[src/rtl/log_rr_arb_pkg.sv]
// Shared constants for the log stream arbiter: default flit width and FSM state codes.
package log_rr_arb_pkg;

    localparam int LOG_WIDTH = 32;

    localparam logic [0:0] ST_IDLE   = 1'b0;
    localparam logic [0:0] ST_LOCKED = 1'b1;

endpackage

[src/rtl/log_rr_arb_rr_pick.sv]
// Combinational round-robin picker: first set req bit searching ptr+1, ptr+2, ... modulo N.
module rr_pick #(
    parameter int N     = 3,
    parameter int SEL_W = 2
) (
    input  logic [N-1:0]     req,
    input  logic [SEL_W-1:0] ptr,
    output logic [SEL_W-1:0] idx,
    output logic             found
);

    int j;

    always_comb begin
        idx   = '0;
        found = 1'b0;
        j     = 0;
        for (int k = 1; k <= N; k++) begin
            j = int'(ptr) + k;
            if (j >= N) j = j - N;
            if (!found && (j < N) && req[j]) begin
                found = 1'b1;
                idx   = SEL_W'(j);
            end
        end
    end

endmodule

[src/rtl/log_rr_arb.sv]
// Packet-atomic round-robin merge of N_IN log streams into one registered AXI-Stream tagged with TID.
module log_rr_arb
    import log_rr_arb_pkg::*;
#(
    parameter int N_IN       = 3,
    parameter int DATA_WIDTH = LOG_WIDTH,
    parameter int SEL_WIDTH  = 2
) (
    input  logic                       clk,
    input  logic                       rst,
    input  logic [N_IN*DATA_WIDTH-1:0] in_TDATA,
    input  logic [N_IN-1:0]            in_TVALID,
    input  logic [N_IN-1:0]            in_TLAST,
    output logic [N_IN-1:0]            in_TREADY,
    output logic [DATA_WIDTH-1:0]      out_TDATA,
    output logic                       out_TVALID,
    output logic                       out_TLAST,
    output logic [SEL_WIDTH-1:0]       out_TID,
    input  logic                       out_TREADY,
    output logic [15:0]                pkt_cnt,
    output logic [0:0]                 dbg_state
);

    // Handshake: a flit moves on any side only in a cycle where TVALID and TREADY are both 1.
    logic [0:0]            state;
    logic [SEL_WIDTH-1:0]  ptr;
    logic [SEL_WIDTH-1:0]  gnt;
    logic [SEL_WIDTH-1:0]  pick_idx;
    logic                  pick_found;
    logic [SEL_WIDTH-1:0]  cand;
    logic                  slot_free;
    logic                  accept;
    logic [DATA_WIDTH-1:0] sel_data;
    logic                  sel_last;

    assign dbg_state = state;

    rr_pick #(
        .N     (N_IN),
        .SEL_W (SEL_WIDTH)
    ) u_pick (
        .req   (in_TVALID),
        .ptr   (ptr),
        .idx   (pick_idx),
        .found (pick_found)
    );

    assign slot_free = !out_TVALID || out_TREADY;
    assign cand      = (state == ST_LOCKED) ? gnt : pick_idx;

    // A locked input keeps its ready even while idle so nobody else can sneak in mid-packet.
    always_comb begin
        in_TREADY = '0;
        sel_data  = '0;
        sel_last  = 1'b0;
        for (int i = 0; i < N_IN; i++) begin
            if (cand == SEL_WIDTH'(i)) begin
                in_TREADY[i] = slot_free && ((state == ST_LOCKED) || (in_TVALID[i] && pick_found));
                sel_data     = in_TDATA[i*DATA_WIDTH +: DATA_WIDTH];
                sel_last     = in_TLAST[i];
            end
        end
    end

    assign accept = |(in_TVALID & in_TREADY);

    always_ff @(posedge clk or negedge rst) begin
        if (!rst) begin
            out_TVALID <= 1'b0;
            out_TDATA  <= '0;
            out_TLAST  <= 1'b0;
            out_TID    <= '0;
        end else if (accept) begin
            out_TVALID <= 1'b1;
            out_TDATA  <= sel_data;
            out_TLAST  <= sel_last;
            out_TID    <= cand;
        end else if (out_TREADY) begin
            out_TVALID <= 1'b0;
        end
    end

    always_ff @(posedge clk or negedge rst) begin
        if (!rst) begin
            state <= ST_IDLE;
            ptr   <= SEL_WIDTH'(N_IN - 1);
            gnt   <= '0;
        end else if (accept) begin
            if (state == ST_IDLE) begin
                if (sel_last) begin
                    ptr <= cand;
                end else begin
                    gnt   <= cand;
                    state <= ST_LOCKED;
                end
            end else if (sel_last) begin
                ptr   <= gnt;
                state <= ST_IDLE;
            end
        end
    end

    always_ff @(posedge clk or negedge rst) begin
        if (!rst) begin
            pkt_cnt <= '0;
        end else if (out_TVALID && out_TREADY && out_TLAST) begin
            pkt_cnt <= pkt_cnt + 16'd1;
        end
    end

endmodule
[config.mk]
export PLATFORM = sky130hd
export DESIGN_NAME = log_rr_arb
export DESIGN_NICKNAME = d
export VERILOG_FILES = /design/src/rtl/log_rr_arb_pkg.sv /design/src/rtl/log_rr_arb_rr_pick.sv /design/src/rtl/log_rr_arb.sv
export SDC_FILE = /design/constraint.sdc
export NUM_CORES = 1
export LEC_CHECK = 0
export CAP_MARGIN = 20
export CORE_MARGIN = 4
export CORE_UTILIZATION = 23
export CTS_CLUSTER_DIAMETER = 200
export DETAILED_ROUTE_END_ITERATION = 6
export PLACE_DENSITY = 0.49
export SETUP_SLACK_MARGIN = 0.05
export SYNTH_ARGS = -nofsm -noshare
export SYNTH_HDL_FRONTEND = slang
export SYNTH_SLANG_ARGS = --single-unit
[constraint.sdc]
create_clock -name clk -period 5.3 [get_ports clk]
set_input_delay 0.795 -clock clk [delete_from_list [all_inputs] [get_ports clk]]
set_output_delay 0.795 -clock clk [all_outputs]
set_load 0.02 [all_outputs]
* After elaboration in Yosys (flattened, before gate mapping)
Index checks and enable logic that the tools add are counted.
Storage, ports and cells: bits in registers 57, bits of input ports 105, logic and storage cells 88, output and inout port bits 56
Operators by class: equal/unequal tests 2, muxes and demuxes 34, order comparisons 9, bitwise gates (word level) 3, reductions and logical operators 25, add/sub/neg operators 7
Operator list (number):
- two-way mux 32 bit | 6
- greater-or-equal comparator 32 x 3 -> 1 bit (second input constant) | 3
- < comparator 32 x 3 -> 1 bit (second input constant) | 3
- < comparator 32 x 4 -> 1 bit (second input constant) | 3
- subtractor 32 x 3 -> 32 bit (second input constant) | 3
- two-way mux 1 bit | 18
- adder 16 x 1 -> 16 bit (second input constant) | 1
- two-way mux 2 bit | 7
- logical AND 1 bit | 13
- adder 2 x 2 -> 3 bit (second input constant) | 2
- binary-select mux 1 bit (select 2 bit) | 3
- logical OR 1 bit | 4
- adder 2 x 1 -> 3 bit (second input constant) | 1
- bitwise AND 3 bit | 1
- zero test 1 bit | 3
- AND reduction 3 bit | 1
- OR reduction 3 bit | 1
- == test 2 x 1 -> 1 bit (second input constant) | 1
- == test 2 bit (second input constant) | 1
- zero test 2 bit | 1
- inverter 1 bit | 2
- AND reduction 2 bit | 1
- nonzero test 2 bit | 1

* Depth between registers and ports, before layout
word-level depth 23, depth in mapped cells 14, mapped depth without buffers 10

* Cells and area by module
From an unflattened synthesis, not the netlist that was laid out.
Second synthesis, totals: cells, all modules 353, area total of the unflattened synthesis 3230.6 µm²
Modules (own cells, without submodules):
- log_rr_arb | area an instance 2951.6 µm², instances 1, sequential area each 1427.6 µm², cells each 317
- rr_pick | area an instance 279.0 µm², instances 1, sequential area each 0.0 µm², cells each 36

* Least setup slack after synthesis
OpenSTA, ideal clock, no wires.
path kind register to output, from reg ptr[1], to out in_TREADY[0], data arrival time 2.915 ns, stages on the path, launching flop included 13, required time 4.505 ns, path buffers 3, path slack 1.590 ns, cells stage by stage dfstp_2 inv_1 ha_1 buf_4 mux2i_1 a221o_2 a32oi_2 o211ai_1 o311ai_2 buf_6 buf_4 nand2_1 nor3_1
Between the ends: longest elaborated chain between the ends 20, elaborated cells on any way between the ends 43, classes of those cells 6 x add/sub; 6 x order compare; 20 x mux; 11 x reduce/logical
RTL lines:
- start: declaration | RTL line log_rr_arb.sv:26 | logic [SEL_WIDTH-1:0] ptr;
- start signal: assignment | RTL line log_rr_arb.sv:86 | ptr <= SEL_WIDTH'(N_IN - 1);
- start signal: assignment | RTL line log_rr_arb.sv:91 | ptr <= cand;
- start signal: assignment | RTL line log_rr_arb.sv:97 | ptr <= gnt;
- branches (longest 19 deep; another with subtractor 32 x 3 -> 32 bit)
- two-way mux 1 bit * | RTL line log_rr_arb.sv:57 | if (cand == SEL_WIDTH'(i)) begin
- end: declaration | RTL line log_rr_arb.sv:14 | output logic [N_IN-1:0] in_TREADY,
Mark *: on every way between the ends. The select of a mux whose other input is x is not followed.

* Worst setup path after layout
from reg ptr[0], to out in_TREADY[2]
The elaborated chain is that of the path after synthesis.

==> results.json <==
{
  "antenna_found_initial": 0,
  "hold_path_class": "reg2reg",
  "clockBufferDepth": 2,
  "post_cts_resized": 0,
  "ir_drop_v": 0.0002396,
  "synth_adder_area_share": 0.02547,
  "fin_crit_ns": 4.362,
  "hold_viol_final": 0,
  "path_cells": "inv_1, ha_1, a21boi_1, a221o_2, nand2_1, o22ai_1, o31a_2, nor3b_1, clkdlybuf4s50_1",
  "synth_warnings": 0,
  "total_power_uw": 3417,
  "crit_type": "reg2out",
  "pwr-share-seq": 0.221,
  "yosys.area_share.simple": 0.1074,
  "grt_max_degree": 58,
  "path_max_fanout": 9,
  "required_ns": 4.51,
  "die_w_um": 130.3,
  "final-seq-area_um2": 1428,
  "synthXorXnorAreaFrac": 0.04076,
  "synth.top_cell.area_share": 0.4076,
  "final_nets": 594,
  "n_fill_cell": 1457,
  "p_sw_uw": 1471,
  "ys_async_sr_fraction": 1.000,
  "hpwl_mm": 8.084,
  "grt_pass1_wl_mm": 16.59,
  "fin_setup_tns_ns": 0,
  "synth_mux_area_frac": 0.1208,
  "cts_root_buf": "clkbuf_16",
  "rsz0062_at_grt": "no",
  "firstDrtPassIters": 4,
  "start_util": 0.2357,
  "status": "completed",
  "cts_setup_buffers": 0,
  "dpl.cell_count": 655,
  "p_leak_uw": 0.002425,
  "overflow": 0,
  "cts_tree": "yes",
  "seq_area_frac_synth": 0.4152,
  "clock_skew_ns": 0.004962,
  "synth.distinct_cells": 50,
  "slowest_delay_ns": 0.65,
  "dieHeight_um": 130.3,
  "insertion_delay_ns": 0.32,
  "wl_per_cell_um": 16.02,
  "slew_viol_final": 0,
  "die_area_um2": 16970,
  "fin_crit_sh": 0.8231,
  "drtIter0Drc": 119,
  "cp.arrival_ns": 3.57,
  "slowest_stage": "clkdlybuf4s50_1",
  "syn-num-nets": 435,
  "min_path_cells": 1,
  "final_util": 0.3760,
  "stdcell_count": 670,
  "numCtsBuffers": 9,
  "multi_input_area_um2": 1748,
  "regToRegSetupSlack_ns": 1.39,
  "synthesis.area_um2": 3438,
  "reg2reg_depth": 12,
  "synth_common_cells": "dfrtp_1, nor2_1, inv_1",
  "synth_compound_area_frac": 0.2107,
  "n_antenna_cell": 0,
  "worst_slew_pin_slew_ns": 0.8134,
  "synth_top_area_cell": "dfrtp_1",
  "path_clk_slew_ns": 0.05,
  "setup_viol": 0,
  "htree_num_levels": 3,
  "numPortBuffers": 160,
  "grt_use_total": 0.1268,
  "drive_gt1_frac": 0.1276,
  "fmax_mhz": 229.2,
  "slew_headroom": 0.4565,
  "comb_power_share": 0.621,
  "ys_top_cells_by_area": "dfrtp_1, a221oi_2, mux2i_1",
  "clock_power_share": 0.159,
  "rows": 44,
  "worst_setup_path_start_kind": "flip-flop",
  "maxCapViolCount": 0,
  "yosysMostFrequentCell": "dfrtp_1",
  "p_per_area_nw_per_um2": 622.9,
  "vias_per_cell": 4.591,
  "vias": 3076,
  "numClockSinks": 57,
  "grt_pass1_vias": 3178,
  "p_sw_frac": 0.4305,
  "ioPinCount": 161,
  "internal-power_uw": 1946,
  "synth_edf_count": 0,
  "core_area_um2": 14590,
  "setup.worst_path.end_class": "primary output",
  "ys_ff_latch": 57,
  "synth_ff_type": "dfrtp_1",
  "routabilityCongestion": 0.9057,
  "wirelength_mm": 10.73,
  "ant_nets": 0,
  "synthCells": 323,
  "syn_avg_cell_area_um2": 10.64,
  "drc": 0,
  "synth_top_family_by_area": "compound AO/OA/AOI/OAI gates",
  "hold_buffers": 0,
  "areaGrowthSynthToFinish_pct": 59.53
}
[final timing paths]
| check | from | endpoint |
|---|---|---|
| min | pkt_cnt[15] | pkt_cnt[15] |
| min reg2reg | pkt_cnt[15] | pkt_cnt[15] |
| max in group asynchronous | rst | out_TDATA[13] |
| max | ptr[0] | in_TREADY[2] |
| max reg2reg | ptr[0] | ptr[1] |
| min in group asynchronous | rst | pkt_cnt[4] |
[layout make-up]
class,instances,area share
clock buffers,13,0.04927
clock inverters,2,0.002281
inverters,40,0.02737
multi-input cells,209,0.3187
flip-flops and latches,57,0.2603
well taps,184,0.04197
repair buffers,165,0.3002
[layer usage]
metal | global-route usage | vias to the layer above | wire, um
met4 | 0.03667 | 0 | 156
li1 | - | 1472 | -
met5 | 0 | - | 0
met3 | 0.05935 | 12 | 1011
met2 | 0.2145 | 135 | 5313
met1 | 0.1430 | 1457 | 4253
[power groups by stage]
stage          sequential, uW  combinational (uW)  clock [uW]
6_report                  754                2120         542
5_1_grt                   787                2290         589
3_3_place_gp              758                2130           0
2_1_floorplan             923                1290           0
3_5_place_dp              763                2150           0
4_1_cts                   760                2150         568
[stage by stage]
| stage | setup slack, ns | cell area, um2 | hold WS, ns |
|---|---|---|---|
| 2_1_floorplan | 1.590 | 3438 | 0.4881 |
| 3_3_place_gp | 1.206 | 5202 | 0.4626 |
| 3_5_place_dp | 1.091 | 5202 | 0.4675 |
| 4_1_cts | 0.9674 | 5485 | 0.4782 |
| 5_1_grt | 0.7303 | 5485 | 0.5004 |
| 6_report | 0.9377 | 5485 | 0.4680 |
[logic make-up after synthesis]
| family | after synthesis |
|---|---|
| compound gates | 65 |
| simple gates | 80 |
| flops | 57 |
| xor+xnor | 16 |
| mux | 41 |
| buf+inv | 57 |
| fa+ha+maj | 7 |
[cells in the final DEF (no fill, tap or decap), types with 3 or more instances in the layout]
cell type	n
clkdlybuf4s50_1	159
dfrtp_1	56
nor2_1	41
inv_1	40
mux2i_1	37
a221oi_2	26
nand2_1	12
xnor2_1	11
nand3_1	9
clkbuf_16	9
ha_1	7
a221oi_1	6
a21oi_1	5
xor2_1	5
mux2_2	4
nor3b_1	4
buf_4	4
o21a_1	3
nor3_1	3
o21ai_0	3
clkbuf_8	3
[registers in the layout (all words and copies together) (netlist names)]
signal      cells
gnt             2
dbg_state       1
out_TVALID      1
pkt_cnt        16
out_TDATA      32
out_TID         2
out_TLAST       1
ptr             2
[critical path: cells and delay by family (launching register included)]
family | cells | cell delay, ns
buffers and inverters | 2 | 0.82
AO/OA/AOI/OAI | 4 | 0.99
flip-flops | 1 | 0.51
AND/OR/NAND/NOR | 2 | 0.39
adder cells (fa/ha/maj) | 1 | 0.54
Power figures use the tool's default switching activity.
